[src/rtl/xor_popcount_acc.sv]
// xor_popcount_acc: Hamming-distance accumulator for the binary-NN path.
// Consumes a stream of XOR result words over a valid/ready handshake.
// It adds the popcount of each accepted word into ACC for LEN words, then
// pulses DONE for one cycle.
// Optional feature macro: XPOP_SAT_EN. When it is defined, ACC saturates at
// 2^CNT_W-1 instead of wrapping.
module xor_popcount_acc #(
   parameter int WIDTH = 32,
   parameter int CNT_W = 12,
   parameter int LEN_W = 8
) (
   input  logic             CLK,
   input  logic             RST,
   input  logic             START,
   input  logic [LEN_W-1:0] LEN,
   input  logic [WIDTH-1:0] X_IN,
   input  logic             X_VALID,
   output logic             X_READY,
   output logic [CNT_W-1:0] ACC,
   output logic             BUSY,
   output logic             DONE
);

   localparam int PC_W = $clog2(WIDTH + 1);

   typedef enum logic [1:0] {
      ST_IDLE = 2'd0,
      ST_RUN  = 2'd1,
      ST_DONE = 2'd2
   } state_t;

   state_t           state;
   logic [LEN_W-1:0] remaining;
   logic [PC_W-1:0]  pc_p0;
   logic             accept;

   // Number of set bits in one word.
   function automatic logic [PC_W-1:0] popcount(input logic [WIDTH-1:0] w);
      logic [PC_W-1:0] c;
      c = '0;
      for (int i = 0; i < WIDTH; i++) begin
         c = c + PC_W'(w[i]);
      end
      return c;
   endfunction

   // Accumulator update: zero-extended add, wrapping or saturating.
   function automatic logic [CNT_W-1:0] acc_add(input logic [CNT_W-1:0] a,
                                                input logic [PC_W-1:0]  p);
      logic [CNT_W:0] s;
      s = {1'b0, a} + (CNT_W + 1)'(p);
`ifdef XPOP_SAT_EN
      if (s[CNT_W]) begin
         return '1;
      end
      return s[CNT_W-1:0];
`else
      return s[CNT_W-1:0];
`endif
   endfunction

   // Stage 0: combinational popcount of the offered word
   assign pc_p0  = popcount(X_IN);
   assign accept = X_VALID & X_READY;

   // Control FSM with registered handshake/status outputs and the accumulator
   always_ff @(posedge CLK or posedge RST) begin
      if (RST) begin
         state     <= ST_IDLE;
         ACC       <= '0;
         remaining <= '0;
         X_READY   <= 1'b0;
         BUSY      <= 1'b0;
         DONE      <= 1'b0;
      end else begin
         case (state)
            ST_IDLE: begin
               DONE <= 1'b0;
               if (START) begin
                  ACC  <= '0;
                  BUSY <= 1'b1;
                  if (LEN != '0) begin
                     remaining <= LEN;
                     X_READY   <= 1'b1;
                     state     <= ST_RUN;
                  end else begin
                     // Empty job: finish without consuming any word.
                     DONE  <= 1'b1;
                     state <= ST_DONE;
                  end
               end
            end
            ST_RUN: begin
               if (accept) begin
                  ACC       <= acc_add(ACC, pc_p0);
                  remaining <= remaining - LEN_W'(1);
                  if (remaining == LEN_W'(1)) begin
                     X_READY <= 1'b0;
                     DONE    <= 1'b1;
                     state   <= ST_DONE;
                  end
               end
            end
            ST_DONE: begin
               DONE    <= 1'b0;
               BUSY    <= 1'b0;
               X_READY <= 1'b0;
               state   <= ST_IDLE;
            end
            default: begin
               DONE    <= 1'b0;
               BUSY    <= 1'b0;
               X_READY <= 1'b0;
               state   <= ST_IDLE;
            end
         endcase
      end
   end

endmodule
[config.mk]
export PLATFORM = sky130hd
export DESIGN_NAME = xor_popcount_acc
export DESIGN_NICKNAME = d
export VERILOG_FILES = /design/src/rtl/xor_popcount_acc.sv
export SDC_FILE = /design/constraint.sdc
export NUM_CORES = 1
export LEC_CHECK = 0
export BUFFER_PORTS_ARGS = -buffer_cell sky130_fd_sc_hd__buf_2
export CAP_MARGIN = 20
export CORE_ASPECT_RATIO = 0.5
export CORE_UTILIZATION = 40
export CTS_CLUSTER_SIZE = 28
export DETAILED_ROUTE_END_ITERATION = 7
export GPL_TIMING_DRIVEN = 0
export PLACE_DENSITY = 0.71
export SYNTH_ARGS = -nofsm -noshare
export SYNTH_HDL_FRONTEND = slang
export SYNTH_SLANG_ARGS = --single-unit
[constraint.sdc]
create_clock -name CLK -period 4.6 [get_ports CLK]
set_input_delay 0.92 -clock CLK [delete_from_list [all_inputs] [get_ports CLK]]
set_output_delay 0.92 -clock CLK [all_outputs]
set_load 0.01 [all_outputs]
==> qor.csv, run 1 <==
stage,metric,value,unit
detailed_routing,num_vias,1877,
timing,hold_viol,0,
global_routing,grt.overflow.total,0,
floorplanning,start_util,43.62,%
yosys,netlist_area,0.002250,mm²
layout,areaGrowthSynthToFinish,28.64,%
worst_setup_path,worstPathArrival,5640,ps
layout,drive_above_1_share,30.45,%
clock_network,clock_sinks,25,
worst_setup_path,r2r_start,ACC[0]$_DFFE_PP0P_,
worst_setup_path,r2r_cells,13,
detailed_routing,wire_per_inst,12.84,µm
detailed_routing,drcViolationCount,0,
worst_setup_path,cpMaxStageDelayCell,fa_1,
layout,layout_commonest_cell,buf_2,
floorplanning,core,0.005157,mm²
timing,rsz0062_at_grt,yes,
place,dpl_worst_slack,-1229,ps
clock_network,clock-root-buffer,clkbuf_8,
hold_path,hold_path_depth,1,
worst_setup_path,endpoint,ACC[10]$_DFFE_PP0P_,
clock_network,cts_made_buffers,3,
worst_setup_path,end_kind,register,
worst_setup_path,path_max_fanout,2,
yosys,synth-async-reset-ratio,100.0,%
yosys,ys_warn_count,0,
yosys,postSynthAreaPerCell,9.296,µm²
timing,period_share,118.1,%
detailed_routing,wl_met2,2.370,mm
timing,drv_slew,0,
detailed_routing,routed.top_layer,met4,
floorplanning,fp-row-count,18,
worst_setup_path,worstSetupStartpointType,input pin,
global_routing,first_global_vias,1836,
power,power.leakage,1.484,nW
timing,fin_crit,5435,ps
timing,fin_skew,1.409,ps
worst_setup_path,crit_top_cell,fa_1,
place,port_buffers,58,
clock_network,path_clk_slew,90,ps
outcome,failed_checks,setup timing,
detailed_routing,drt_iter0_drc,77,
worst_setup_path,crit_required,4810,ps
floorplanning,die_area,0.005946,mm²
floorplanning,io_pins,59,
place,gp_congestion,0.7887,
yosys,synth_top_cell_by_area,dfrtp_1,
timing,setup_ws,-834.7,ps
place,placed_area,0.002666,mm²
yosys,synth_cells,242,
floorplanning,die_h,55.03,µm
power,power_density,913.1,mW/mm²
yosys,syn_nets,329,
detailed_routing,met1Wirelength,2.243,mm
timing,max_freq,0.1840,GHz
place,dp_hpwl,3.862,mm
global_routing,grt_max_degree,26,
detailed_routing,wl_met3,247,µm
clock_network,cts_tree,yes,
layout,design_area,0.002894,mm²
detailed_routing,via_per_inst,4.914,
power,peakVddDrop,474.7,µV
yosys,synth_top_area_share,27.81,%
outcome,run_status,"finished, violations left",
detailed_routing,antenna_left,0,
layout,nets,400,
detailed_routing,drt_wl_total,4.905,mm
worst_setup_path,path_cells,buf_6 > fa_1 > inv_2 > fa_2 > fa_1 > fa_1 > fa_1 > fa_1 > fa_2 > fa_2 > nand2b_4 > a21oi_4 > o21ai_1 > or3_1 > a21oi_2,
layout,layout_common_cells,"56 x buf_2, 44 x inv_1, 25 x dfrtp_1",
worst_setup_path,timing.rr.end,ACC[10]$_DFFE_PP0P_,
timing,worst_pin_slew,692.8,ps
yosys,synth_cell_types,35,
clock_network,cts-hold-fix-buffers,0,
flow_run,maxCapViolCount,0,
timing,slew_headroom,53.81,%
hold_path,hp-class,reg2reg,
layout,antenna_cells,0,
yosys,synth.area.top_cells,"dfrtp_1 28%, fa_1 23%, ha_1 9.5%",
global_routing,grt_use_total,17.74,%
worst_setup_path,crit_start,X_IN[3],
detailed_routing,firstDrtPassIters,4,
global_routing,antenna_found_initial,0,
worst_setup_path,slowest_delay,570,ps
clock_network,clk_path_buf_depth,2,
layout,fin_util,56.11,%
clock_network,clock_latency,270,ps
place,dp.cells,370,
yosys,synthFlopType,dfrtp_1,
worst_setup_path,reg2reg_slack,-20,ps
worst_setup_path,critPathKind,in2reg,
timing,finalSetupViolCount,11,
yosys,synth.yosys.seq_area_share,27.81,%
layout,finalNonFillerCells,382,
yosys,synth_seq_cells,25,
clock_network,cts_max_level,1,
yosys,synth_edf_count,0,
global_routing,grt_pass1_wl,8.059,mm
floorplanning,die_w,108.1,µm
## kinds of logic after synthesis
logic type / count (synthesis) / share of synthesized area, %
compound gates: 60 / 15.85
xor+xnor: 6 / 2.336
fa+ha+maj: 43 / 32.59
buf+inv: 49 / 8.176
flops: 25 / 27.81
simple gates: 59 / 13.24
## stage by stage
stage	hold slack [ps]	total power, W	setup TNS, ps
global placement	476.2	0.001945	-9603
finish	513.3	0.002643	-6901
global route	542.2	0.002944	-8265
CTS	519.6	0.002322	-7291
floorplan	469.7	0.001662	-6120
detailed placement	486.3	0.002034	-10020
## state kept, by name, indices dropped and copies added, names as in the netlist
name and cells:
state 2, ACC 12, DONE 1, remaining 8, X_READY 1, BUSY 1
## area by class of cell
cell class                 count  area [µm²]
sequential                    25       625.6
clock inverter                 1       5.005
inverter                      47       176.4
buffer                         2       7.507
tap                           70       87.58
multi-input combinational    168        1556
timing repair buffer          66       394.1
clock buffer                   3       41.29
fill                         471        2263
## Yosys cell counts, types with 4 or more instances
master and count:
nand2_1 16, nor2_1 14, dfrtp_1 25, o21ai_0 22, inv_1 47, fa_1 26
nand2b_1 8, ha_1 17, or3_1 4, a21oi_1 20, xor2_1 6
## critical path: cells and delay by family
| kind | cells | cell delay, ps |
|---|---|---|
| buffers and inverters | 2 | 130 |
| and+or+nand+nor | 2 | 490 |
| adders and majority gates | 8 | 3750 |
| AOI/OAI and AO/OA | 3 | 350 |
## per-layer routing
metal  track usage (%)  vias to the layer above
li1                  -                      939
met1             21.82                      879
met2             33.33                       53
met3             2.810                        6
met4             5.023                        0
met5                 0                        -
## worst min-delay path by stage
stage,slack (ps),start,to
3_3_place_gp,480,DONE$_DFFE_PP0P_,DONE$_DFFE_PP0P_
3_5_place_dp,490,DONE$_DFFE_PP0P_,DONE$_DFFE_PP0P_
6_report,510,DONE$_DFFE_PP0P_,DONE$_DFFE_PP0P_
5_1_grt,540,DONE$_DFFE_PP0P_,DONE$_DFFE_PP0P_
4_1_cts,520,DONE$_DFFE_PP0P_,DONE$_DFFE_PP0P_
2_1_floorplan,470,remaining[6]$_DFFE_PP0P_,remaining[6]$_DFFE_PP0P_
## power breakdown
part           switching, W  internal, W  leakage, nW
logic               0.00109      0.00106         1.14
registers         0.0000624     0.000290        0.319
clock network     0.0000742    0.0000607       0.0255
## timing repair
| action | CTS | global route |
|---|---|---|
| pin swaps | 14 | 16 |
| cloned | 0 | 0 |
| setup endpoints to repair | 11 | 12 |
| gates resized for setup | 8 | 13 |
| buffers inserted | 5 | 2 |
Note: power is estimated with default switching activity, not from simulation.
==> inputs of run 2 (changes only) <==
Settings changed: CTS_BUF_LIST set to sky130_fd_sc_hd__clkbuf_2 sky130_fd_sc_hd__clkbuf_4 sky130_fd_sc_hd__clkbuf_8, SETUP_SLACK_MARGIN set to 0.3.
==> qor.csv, run 2 (synthesis results as in run 1) <==
stage,metric,value,unit,change
outcome,run_status,"finished, violations left",,unchanged
outcome,failed_checks,setup timing,,unchanged
worst_setup_path,r2r_start,ACC[0]$_DFFE_PP0P_,,unchanged
clock_network,cts-hold-fix-buffers,0,,unchanged
worst_setup_path,cpMaxStageDelayCell,fa_1,,unchanged
place,dp.cells,370,,unchanged
clock_network,cts_max_level,1,,unchanged
global_routing,grt_pass1_wl,8.293,mm,was 8.059 mm
layout,drive_above_1_share,30.03,%,was 30.45%
detailed_routing,num_vias,1913,,was 1877
layout,layout_commonest_cell,buf_2,,unchanged
timing,setup_ws,-774.9,ps,was -834.7 ps
layout,multi_input_area,0.001534,mm²,was 0.001556 mm²
timing,drv_slew,0,,unchanged
worst_setup_path,worstPathArrival,5590,ps,was 5640 ps
worst_setup_path,path_buf_inv,5,,was 2
layout,antenna_cells,0,,unchanged
worst_setup_path,path_max_fanout,3,,was 2
global_routing,grt_max_degree,26,,unchanged
global_routing,grt.overflow.total,0,,unchanged
worst_setup_path,worstSetupStartpointType,input pin,,unchanged
place,dp_hpwl,3.935,mm,was 3.862 mm
detailed_routing,via_per_inst,4.995,,was 4.914
place,gp_congestion,0.7954,,was 0.7887
clock_network,clock_sinks,25,,unchanged
timing,worst_pin_slew,650.1,ps,was 692.8 ps
layout,reg_top3,"ACC (12), remaining (8), state (2)",,unchanged
clock_network,cts_made_buffers,3,,unchanged
layout,fin_util,55.94,%,was 56.11%
floorplanning,io_pins,59,,unchanged
detailed_routing,firstDrtPassIters,4,,unchanged
clock_network,clk_path_buf_depth,2,,unchanged
timing,slew_headroom,56.66,%,was 53.81%
detailed_routing,drcViolationCount,0,,unchanged
power,power_density,910.2,mW/mm²,was 913.1 mW/mm²
floorplanning,start_util,43.62,%,unchanged
global_routing,grt_use_total,18.20,%,was 17.74%
layout,layout_common_cells,"55 x buf_2, 45 x inv_1, 25 x dfrtp_1",,"was 56 x buf_2, 44 x inv_1, 25 x dfrtp_1"
place,port_buffers,58,,unchanged
global_routing,antenna_found_initial,0,,unchanged
worst_setup_path,crit_required,4810,ps,about the same
layout,seqCellArea,625.6,µm²,unchanged
detailed_routing,drt_iter0_drc,49,,was 77
timing,fin_skew,5.465,ps,was 1.409 ps
layout,finalNonFillerCells,383,,was 382
layout,largest_register_ffs,12,,unchanged
clock_network,clock_latency,280,ps,was 270 ps
layout,areaGrowthSynthToFinish,28.25,%,was 28.64%
detailed_routing,wire_per_inst,13.14,µm,was 12.84 µm
timing,rsz0062_at_grt,yes,,unchanged
timing,period_share,116.8,%,was 118.1%
clock_network,clock-root-buffer,clkbuf_8,,unchanged
worst_setup_path,crit_start,X_IN[0],,was X_IN[3]
hold_path,hp-class,reg2reg,,unchanged
power,power.leakage,1.482,nW,was 1.484 nW
detailed_routing,antenna_left,0,,unchanged
hold_path,min_from,DONE$_DFFE_PP0P_,,unchanged
layout,top_register,ACC,,unchanged
timing,hold_viol,0,,unchanged
worst_setup_path,crit_top_cell,fa_1,,unchanged
timing,finalSetupViolCount,11,,unchanged
floorplanning,die_w,108.1,µm,unchanged
layout,fill_cells,471,,unchanged
clock_network,path_clk_slew,90,ps,about the same
layout,nets,401,,was 400
detailed_routing,drt_wl_total,5.031,mm,was 4.905 mm
floorplanning,die_area,0.005946,mm²,unchanged
floorplanning,fp-row-count,18,,unchanged
global_routing,first_global_vias,1875,,was 1836
power,peakVddDrop,568.6,µV,was 474.7 µV
worst_setup_path,slowest_delay,550,ps,was 570 ps
timing,max_freq,0.1860,GHz,was 0.1840 GHz
timing,fin_crit,5375,ps,was 5435 ps
floorplanning,die_h,55.03,µm,unchanged
worst_setup_path,critPathKind,in2reg,,unchanged
worst_setup_path,end_kind,register,,unchanged
worst_setup_path,crit_family,adder cells,,unchanged
worst_setup_path,path_cells,buf_6 > fa_1 > inv_1 > fa_2 > fa_1 > fa_1 > fa_1 > fa_1 > fa_2 > buf_4 > buf_6 > buf_6 > nand2b_4 > a21oi_4 > o21ai_2 > or3_1 > a21oi_2,,was buf_6 > fa_1 > inv_2 > fa_2 > fa_1 > fa_1 > fa_1 > fa_1 > fa_2 > fa_2 > nand2b_4 > a21oi_4 > o21ai_1 > or3_1 > a21oi_2
flow_run,maxCapViolCount,0,,unchanged
floorplanning,core,0.005157,mm²,unchanged
timing,finalSetupTns,-6883,ps,was -6901 ps
clock_network,cts_tree,yes,,unchanged
[run 2: where the power goes]
| group | internal [W] | switching, W |
|---|---|---|
| Sequential | 0.000290 | 0.0000648 |
| Combinational | 0.00104 | 0.00110 |
| Clock | 0.0000608 | 0.0000756 |
| Total | 0.00139 | 0.00124 |
[run 2: path summary, 6_finish.rpt]
| kind | cells past startpoint | slack (ps) | to |
|---|---|---|---|
| setup / recovery | 17 | -770 | ACC[11]$_DFFE_PP0P_ |
| hold / removal | 1 | 510 | DONE$_DFFE_PP0P_ |
| setup reg to reg | 15 | 20 | ACC[11]$_DFFE_PP0P_ |
| hold reg to reg | 1 | 510 | DONE$_DFFE_PP0P_ |
| max in group asynchronous | 3 | 3680 | ACC[4]$_DFFE_PP0P_ |
| min in group asynchronous | 2 | 540 | ACC[0]$_DFFE_PP0P_ |
[run 2: layer usage]
layer / GRT usage (%) / share of wire [%] / wire [µm]
met3: 3.396 / 4.7 / 236
met4: 5.251 / 0.76 / 38
met5: 0 / 0 / 0
met2: 34.29 / 50 / 2510
met1: 21.99 / 45 / 2245
[run 2: metrics by stage]
stage	cell area, µm²	worst slack, ps	total power (W)	hold WS (ps)
3_5_place_dp	2666	-1257	0.002023	481.4
6_report	2885	-774.9	0.002626	508.7
4_1_cts	2809	-830.9	0.002384	515.9
2_1_floorplan	2288	-877.3	0.001665	469.7
5_1_grt	2885	-882.3	0.002880	528.0
3_3_place_gp	2666	-1187	0.001948	476.1
[run 2: final cells by class]
cell class / instances / share of cell area (%)
Sequential cell: 25 / 21.68
Clock buffer: 3 / 1.431
Timing Repair Buffer: 67 / 14.14
Inverter: 47 / 6.114
Clock inverter: 1 / 0.1735
Buffer: 2 / 0.2602
Tap cell: 70 / 3.036
Multi-Input combinational cell: 168 / 53.17
[run 2: repair_timing]
item	in CTS	in global routing
buffers inserted	5	3
gates resized for setup	13	6
pin swaps	16	6
endpoints found under the setup margin	12	12
==> inputs of run 3 (changes only) <==
Settings changed: ABC_AREA set to 1, BUFFER_PORTS_ARGS -buffer_cell sky130_fd_sc_hd__buf_2 to not set, CAP_MARGIN 20 to not set, DONT_BUFFER_PORTS set to 1, PLACE_DENSITY 0.71 to 0.61.
==> qor.csv, run 3 <==
stage,metric,value,unit,change
timing,setup_ws,-425.8,ps,was -774.9 ps
floorplanning,start_util,42.84,%,was 43.62%
worst_setup_path,worstSetupStartpointType,input pin,,unchanged
clock_network,clock_sinks,25,,unchanged
global_routing,grt.overflow.total,0,,unchanged
global_routing,grt_use_total,15.69,%,was 18.20%
layout,nets,400,,was 401
yosys,netlist_top_cells_count,"72 x inv_1, 66 x nand2_1, 26 x fa_1",,"was 47 x inv_1, 26 x fa_1, 25 x dfrtp_1"
timing,slew_headroom,33.74,%,was 56.66%
timing,fin_crit,5026,ps,was 5375 ps
clock_network,clk_path_buf_depth,2,,unchanged
yosys,synth_top_cell_by_area,dfrtp_1,,unchanged
worst_setup_path,slowest_delay,530,ps,was 550 ps
yosys,synth-compound-area-share,9.757,%,was 15.85%
floorplanning,die_w,112.1,µm,was 108.1 µm
yosys,ys_warn_count,0,,unchanged
yosys,synth-xor-area-share,2.168,%,was 2.336%
layout,layout_common_cells,"70 x inv_1, 62 x nand2_1, 25 x dfrtp_1",,"was 55 x buf_2, 45 x inv_1, 25 x dfrtp_1"
yosys,synth_seq_cells,25,,unchanged
yosys,synthSimpleGateAreaFrac,19.82,%,was 13.24%
floorplanning,die_area,0.006393,mm²,was 0.005946 mm²
detailed_routing,drcViolationCount,4,,was 0
detailed_routing,firstDrtPassIters,8,,was 4
timing,drv_slew,0,,unchanged
floorplanning,fp-row-count,19,,was 18
worst_setup_path,r2r_start,ACC[0]$_DFFE_PP0P_,,unchanged
layout,top_register,ACC,,unchanged
yosys,synthFlopType,dfrtp_1,,unchanged
yosys,synth-async-reset-ratio,100.0,%,unchanged
yosys,netlist_area,0.002424,mm²,was 0.002250 mm²
clock_network,clock-root-buffer,clkbuf_8,,unchanged
timing,max_freq,0.1990,GHz,was 0.1860 GHz
worst_setup_path,reg2reg_slack,260,ps,was 20 ps
layout,multi_input_area,0.001572,mm²,was 0.001534 mm²
layout,reg_top3,"ACC (12), remaining (8), state (2)",,unchanged
hold_path,hold_path_depth,2,,was 1
worst_setup_path,end_kind,register,,unchanged
layout,layout_commonest_cell,inv_1,,was buf_2
hold_path,hp-class,reg2reg,,unchanged
timing,worst_pin_slew,992.7,ps,was 650.1 ps
worst_setup_path,worstPathArrival,5190,ps,was 5590 ps
yosys,synth.area.top_cells,"dfrtp_1 26%, fa_1 21%, inv_1 11%",,"was dfrtp_1 28%, fa_1 23%, ha_1 9.5%"
detailed_routing,num_vias,1852,,was 1913
yosys,synth_edf_count,0,,unchanged
layout,largest_register_ffs,12,,unchanged
timing,rsz0062_at_grt,yes,,unchanged
yosys,yosysMostFrequentCell,inv_1,,unchanged
worst_setup_path,cpMaxStageDelayCell,fa_1,,unchanged
place,gp_congestion,0.8539,,was 0.7954
worst_setup_path,crit_top_cell,fa_1,,unchanged
global_routing,antenna_found_initial,0,,unchanged
yosys,synth_mux_area_share,0,%,unchanged
worst_setup_path,crit_required,4760,ps,was 4810 ps
hold_path,min_from,remaining[7]$_DFFE_PP0P_,,was DONE$_DFFE_PP0P_
detailed_routing,via_per_inst,4.810,,was 4.995
hold_path,holdPathEnd,remaining[7]$_DFFE_PP0P_,,was DONE$_DFFE_PP0P_
clock_network,clock_latency,270,ps,was 280 ps
flow_run,maxCapViolCount,0,,unchanged
yosys,synth_top_area_share,25.81,%,was 27.81%
yosys,synth_cells,302,,was 242
layout,finalNonFillerCells,385,,was 383
clock_network,cts_max_level,1,,unchanged
floorplanning,die_h,57.04,µm,was 55.03 µm
place,dp_hpwl,3.851,mm,was 3.935 mm
detailed_routing,antenna_left,0,,unchanged
place,dp.cells,375,,was 370
timing,period_share,109.3,%,was 116.8%
floorplanning,core,0.005658,mm²,was 0.005157 mm²
outcome,run_status,"finished, violations left",,unchanged
layout,fin_util,47.46,%,was 55.94%
layout,antenna_cells,0,,unchanged
worst_setup_path,timing.rr.end,ACC[8]$_DFFE_PP0P_,,was ACC[11]$_DFFE_PP0P_
clock_network,path_clk_slew,90,ps,about the same
worst_setup_path,path_cells,fa_1 > inv_2 > fa_1 > fa_1 > fa_1 > fa_1 > fa_1 > fa_2 > fa_2 > o21ai_4 > nand2_1 > nand2_2 > nand3_1 > nand2_1 > nor2_1,,was buf_6 > fa_1 > inv_1 > fa_2 > fa_1 > fa_1 > fa_1 > fa_1 > fa_2 > buf_4 > buf_6 > buf_6 > nand2b_4 > a21oi_4 > o21ai_2 > or3_1 > a21oi_2
global_routing,grt_pass1_wl,7.921,mm,was 8.293 mm
yosys,synth.yosys.seq_area_share,25.81,%,was 27.81%
worst_setup_path,r2r_cells,14,,was 15
yosys,syn_nets,389,,was 329
timing,fin_skew,3.691,ps,was 5.465 ps
yosys,synth_cell_types,31,,was 35
detailed_routing,wire_per_inst,12.41,µm,was 13.14 µm
detailed_routing,drt_iter0_drc,78,,was 49
global_routing,first_global_vias,1744,,was 1875
clock_network,cts_tree,yes,,unchanged
timing,hold_viol,0,,unchanged
floorplanning,io_pins,59,,unchanged
layout,drive_above_1_share,13.46,%,was 30.03%
global_routing,grt_max_degree,26,,unchanged
clock_network,cts_made_buffers,3,,unchanged
layout,areaGrowthSynthToFinish,10.79,%,was 28.25%
place,port_buffers,0,,was 58
outcome,failed_checks,"DRC, setup timing",,was setup timing
yosys,synthAdderAreaFrac,30.25,%,was 32.59%
layout,seqCellArea,625.6,µm²,unchanged
yosys,postSynthAreaPerCell,8.025,µm²,was 9.296 µm²
detailed_routing,drt_wl_total,4.776,mm,was 5.031 mm
timing,finalSetupViolCount,11,,unchanged
yosys,synth_top_family_by_area,adder cells,,unchanged
worst_setup_path,critPathKind,in2reg,,unchanged
worst_setup_path,path_max_fanout,4,,was 3
layout,fill_cells,553,,was 471
==> run 3: how the worst max path moves through the flow <==
| stage | end | startpoint |
|---|---|---|
| global route | ACC[8]$_DFFE_PP0P_ | X_IN[0] |
| finish | ACC[8]$_DFFE_PP0P_ | X_IN[0] |
| detailed placement | ACC[8]$_DFFE_PP0P_ | X_IN[0] |
| floorplan | ACC[8]$_DFFE_PP0P_ | X_IN[17] |
| global placement | ACC[8]$_DFFE_PP0P_ | X_IN[0] |
| CTS | ACC[8]$_DFFE_PP0P_ | X_IN[17] |
==> run 3: stage by stage <==
stage | setup slack (ps) | hold WS (ps) | setup TNS (ps) | instance area [µm²]
after floorplan | -564.1 | 511.4 | -4083 | 2437
after global placement | -755.0 | 530.8 | -6125 | 2529
after detailed placement | -788.5 | 542.2 | -6458 | 2529
after CTS | -446.8 | 555.5 | -3050 | 2621
after global routing | -556.0 | 590.7 | -4685 | 2685
final | -425.8 | 552.7 | -3327 | 2685
==> run 3: per-layer routing <==
metal | track usage [%] | vias up | part of all wire [%]
li1 | - | 937 | -
met2 | 27.33 | 42 | 49
met3 | 4.357 | 0 | 5.4
met5 | 0 | - | 0
met4 | 2.286 | 0 | 0
met1 | 20.24 | 873 | 45
==> run 3: cells by family (layout without fill, tap and decap cells) <==
family                     after synthesis  in the layout
and+or+nand+nor                        112            112
xor gates and xnor gates                 6              6
buffers and inverters                   76             86
AOI/OAI and AO/OA                       40             40
adders and majority gates               43             43
DFF                                     25             25
==> run 3: worst max-delay path, delay by kind of cell <==
| family | cells | cell delay [ps] |
|---|---|---|
| AO/OA/AOI/OAI | 1 | 170 |
| adder cells (fa/ha/maj) | 8 | 3710 |
| buffers and inverters | 1 | 40 |
| AND/OR/NAND/NOR | 5 | 350 |
==> run 3: area by class of cell <==
cell class / count / area share [%]
Clock buffer: 4 / 1.817
Timing Repair Buffer: 6 / 1.957
Buffer: 2 / 0.6058
Sequential cell: 25 / 23.30
Inverter: 74 / 10.39
Tap cell: 73 / 3.402
Multi-Input combinational cell: 201 / 58.53
==> run 3: repair_timing <==
item | CTS | global route
setup endpoints to repair | 12 | 12
endpoints found under the hold margin | 0 | 0
setup buffers | 3 | 3
hold buffers | 0 | 0
pin swaps | 0 | 5
resized for setup | 6 | 12
Power of run 3 is not shown: default switching activity piles up to over one toggle a cycle in this logic, so the estimate is an artifact.
